==> src/rtl/regin.sv <==
// Byte-to-word packer: MSB-first bytes form 32-bit words that land in a FWFT buffer.
// Optional REGIN_ECHO_EN adds an echo output holding the last accepted byte.
module regin #(
  parameter int N     = 32,
  parameter int DEPTH = 11
) (
  input  logic         clk,
  input  logic         rst,
  input  logic         clr,
  input  logic [7:0]   byte_in,
  input  logic         byte_valid,
  output logic [N-1:0] word_out,
  output logic         word_valid,
  input  logic         word_ready,
  output logic [1:0]   byte_idx,
  output logic [3:0]   count,
  output logic         full,
  output logic         ovf
`ifdef REGIN_ECHO_EN
  ,
  output logic [7:0]   echo
`endif
);

  localparam logic [3:0] DEPTH_C  = 4'(DEPTH);
  localparam logic [3:0] PTR_LAST = 4'(DEPTH - 1);

  logic [23:0]  shift_q;
  logic [1:0]   idx_q;
  logic [3:0]   count_q, count_d;
  logic [3:0]   wr_ptr_q, rd_ptr_q;
  logic [3:0]   wr_ptr_d, rd_ptr_d;
  logic         ovf_q;
  logic [N-1:0] mem_q [DEPTH];

  logic         word_done, pop, push_ok, drop, full_w, valid_w;
  logic [N-1:0] new_word;

  assign full_w    = (count_q == DEPTH_C);
  assign valid_w   = (count_q != 4'd0);
  assign word_done = byte_valid && (idx_q == 2'd3);
  assign pop       = valid_w && word_ready;
  // A pop in the same cycle frees the slot, so a full buffer still accepts the push.
  assign push_ok   = word_done && (!full_w || pop);
  assign drop      = word_done && full_w && !pop;
  assign new_word  = {shift_q, byte_in};

  assign wr_ptr_d = (wr_ptr_q == PTR_LAST) ? 4'd0 : wr_ptr_q + 4'd1;
  assign rd_ptr_d = (rd_ptr_q == PTR_LAST) ? 4'd0 : rd_ptr_q + 4'd1;
  assign count_d  = count_q + {3'b000, push_ok} - {3'b000, pop};

  always_ff @(posedge clk) begin
    if (rst) begin
      shift_q  <= '0;
      idx_q    <= 2'd0;
      count_q  <= 4'd0;
      wr_ptr_q <= 4'd0;
      rd_ptr_q <= 4'd0;
      ovf_q    <= 1'b0;
    end else if (clr) begin
      idx_q    <= 2'd0;
      count_q  <= 4'd0;
      wr_ptr_q <= 4'd0;
      rd_ptr_q <= 4'd0;
      ovf_q    <= 1'b0;
    end else begin
      if (byte_valid) begin
        idx_q <= idx_q + 2'd1;
        if (idx_q != 2'd3) shift_q <= {shift_q[15:0], byte_in};
      end
      if (push_ok) wr_ptr_q <= wr_ptr_d;
      if (pop)     rd_ptr_q <= rd_ptr_d;
      if (drop)    ovf_q    <= 1'b1;
      count_q <= count_d;
    end
  end

  // Buffer storage carries no reset; only the pointers and count define its state.
  always_ff @(posedge clk) begin
    if (!rst && !clr && push_ok) mem_q[wr_ptr_q] <= new_word;
  end

`ifdef REGIN_ECHO_EN
  logic [7:0] echo_q;
  always_ff @(posedge clk) begin
    if (rst || clr)      echo_q <= 8'd0;
    else if (byte_valid) echo_q <= byte_in;
  end
  assign echo = echo_q;
`endif

  assign word_out   = valid_w ? mem_q[rd_ptr_q] : '0;
  assign word_valid = valid_w;
  assign byte_idx   = idx_q;
  assign count      = count_q;
  assign full       = full_w;
  assign ovf        = ovf_q;

endmodule

==> config.mk <==
export PLATFORM = sky130hd
export DESIGN_NAME = regin
export DESIGN_NICKNAME = d
export VERILOG_FILES = /design/src/rtl/regin.sv
export SDC_FILE = /design/constraint.sdc
export NUM_CORES = 1
export LEC_CHECK = 0
export ABC_AREA = 1
export CORE_UTILIZATION = 55
export CTS_BUF_LIST = sky130_fd_sc_hd__clkbuf_4
export CTS_CLUSTER_SIZE = 24
export DETAILED_ROUTE_END_ITERATION = 8
export PLACE_DENSITY = 0.86
export SLEW_MARGIN = 10
export SYNTH_ARGS = -nofsm -noshare
export SYNTH_HDL_FRONTEND = slang
export SYNTH_SLANG_ARGS = --single-unit
==> constraint.sdc <==
create_clock -name clk -period 4.5 [get_ports clk]
set_input_delay 0.45 -clock clk [delete_from_list [all_inputs] [get_ports clk]]
set_output_delay 0.45 -clock clk [all_outputs]
set_load 0.005 [all_outputs]
==> impl_metrics.tcl <==
set metrics [dict create \
    status "completed" \
    dieArea_mm2 0.0306 \
    fin_crit_ns 4.10 \
    max_clock_freq_ghz 0.244 \
    rsz0062_at_grt "no" \
    synth_top_family_by_area "simple AND/OR/NAND/NOR gates" \
    io_pins 54 \
    grt_pass1_vias 11900 \
    synth-seq-cells 395 \
    postRouteAntennaNets 0 \
    placed_area_mm2 0.0174 \
    slew_viol_final 0 \
    dr.first_iter.drc_count 1520 \
    num-nets-final 1657 \
    wirelength_mm 39.3 \
    synth_top_cell_area_share_pct 64.2 \
    post_cts_resize_count 0 \
    synth_warnings 0 \
    setup_viol 0 \
    num_rows 62 \
    p_per_area_mw_per_mm2 418 \
    syn_area_mm2 0.0165 \
    cts.sinks 395 \
    synth-edff-count 352 \
    htree_levels 3 \
    yosys.area_share.adder_pct 0.654 \
    final_area_mm2 0.0187 \
    antenna_found_initial 1 \
    hold_viol 0 \
    synth_commonest_cells "nand2_1 (455), edfxtp_1 (352), nand3_1 (225)" \
    grt_max_degree 80 \
    drc_errors 0 \
    cts_tree "yes" \
    vias_per_cell 5.59 \
    synthMuxAreaShare_pct 0 \
    path_max_fanout 79 \
    grt_pass1_wl_mm 61.7 \
    yosys.cell_types.count 28 \
    core_area_mm2 0.0291 \
    dr.pass1.iters 6 \
    cts_root_buf "clkbuf_4" \
    fin_skew_ns 0.0614 \
    yosys.area.top_type "edfxtp_1" \
    leakage_nw 7.54 \
    synth_fp_nets 1555 \
    cp.arrival_ns 3.65 \
    dpl.hpwl_mm 21.2 \
    cts_hold_buffers 0 \
    syn_to_final_growth_pct 13.6 \
    die_x_um 175 \
    portBuffers 53 \
    endpoint_kind "output pin" \
    yosysSeqAreaShare_pct 69.5 \
    min_path_type "input pin to flip-flop" \
    synth.most_common_cell "nand2_1" \
    grt_usage_pct 26.3 \
    cts_made_buffers 95 \
    async_reset_ff_share_pct 0 \
    worstSetupStartpointType "flip-flop" \
    post-cts-setup-buffer-count 0 \
    initial_utilization_pct 56.6 \
    critPathKind "flip-flop to output pin" \
    clock_latency_ns 0.75 \
    dr_total_vias 11700 \
    synthFlopType "edfxtp_1" \
    setup_tns_ns 0 \
    grt_overflow 0 \
    yosys.area_share.simple_pct 18.3 \
    synthTopCellsByArea "edfxtp_1 (64%), nand2_1 (10%), nand3_1 (6.8%)" \
    drive_above_1_share_pct 11.7 \
    synth_compound_area_share_pct 3.76 \
    die_h_um 175 \
    drv_cap 0 \
    synth_xor_area_share_pct 0.160 \
    synth_area_per_cell_um2 10.7 \
    clockBufferDepth 3 \
    syn_inst 1534 \
    worst_pin_slew_ns 0.890 \
    gp_congestion 0.824 \
    wl_per_cell_um 18.7 \
    slew_headroom_pct 40.6 \
    period_share_pct 91.2 \
    ir_drop_uv 250 \
    clkTransAtPathRegs_ns 0.07 \
    required_ns 4.05 \
]
-- registers in the layout, summed over array words and instances (netlist names), named ones only --
signal,flops
rd_ptr_q,4
shift_q,24
wr_ptr_q,4
mem_q,352
byte_idx,2
count,4
ovf,1
-- final timing paths --
path / to / from / slack, ns / cells past startpoint
worst min-delay path: byte_idx[1] / byte_valid / 0.45 / 3
worst max register to register: mem_q[4][2] / byte_idx[0] / 1.83 / 8
worst min register to register: ovf / ovf / 0.49 / 2
worst max-delay path: word_out[8] / flip-flop / 0.40 / 9
-- per-stage QoR --
stage          instances  hold WS, ns  power (mW)  setup WS [ns]  util (%)
2_1_floorplan       1534        0.461        4.52          0.708         -
3_3_place_gp        1923        0.477        4.79           1.31      59.8
3_5_place_dp        1923        0.482        4.82           1.28      59.8
4_1_cts             2098        0.408        7.83          0.472      64.2
5_1_grt             2099        0.437        8.11          0.330      64.3
6_report            2099        0.448        7.82          0.396      64.3
-- report_power, final --
group	total, mW	leakage [nW]	switching [mW]	internal (mW)
logic	0.734	3.16	0.479	0.255
registers	4.02	3.63	0.0410	3.98
clock network	3.07	0.753	1.42	1.65
total	7.82	7.54	1.94	5.88
-- final cells by class --
type	count	area (µm²)
Sequential cell	395	11400
Fill cell	2035	10400
Multi-Input combinational cell	837	3850
Clock buffer	138	1040
Inverter	221	835
Timing Repair Buffer	86	791
Tap cell	384	480
Clock inverter	37	262
Antenna cell	1	2.50
-- layer usage --
metal	global-route usage (%)	part of all wire, %	wire length (µm)
met1	33.2	36	14100
met2	43.9	49	19200
met3	5.48	12	4740
met4	12.0	3.2	1260
met5	0	0	0
-- placed cells by master (no fill, tap or decap), drive strengths merged, types with 2 or more instances in the layout --
master	synthesis	routed
nor3	4	4
a21oi	63	63
inv	221	222
o211ai	32	32
nand2	455	455
nor2	31	31
ha	7	7
buf	53	33
edfxtp	352	352
dfxtp	43	43
bufinv	0	4
o21ai	10	10
nand3	225	225
clkinvlp	0	2
xnor2	2	2
clkdlybuf4s50	0	53
clkbuf	28	138
clkinv	0	30
-- kinds of logic after synthesis --
group | count (synthesis)
flops | 395
simple gates | 719
xor+xnor | 3
compound gates | 107
fa+ha+maj | 8
buf+inv | 302
-- worst max-delay path, cell delays in order, from the launching register on --
cell and delay [ns]:
dfxtp_4 0.49, inv_4 0.67, buf_4 0.31, nand2_1 0.09, nand2_1 0.08, nand2_1 0.06
nand3_1 0.11, nand3_1 0.10, a21oi_1 0.34, clkdlybuf4s50_1 0.59
Power figures use the tool's default switching activity.
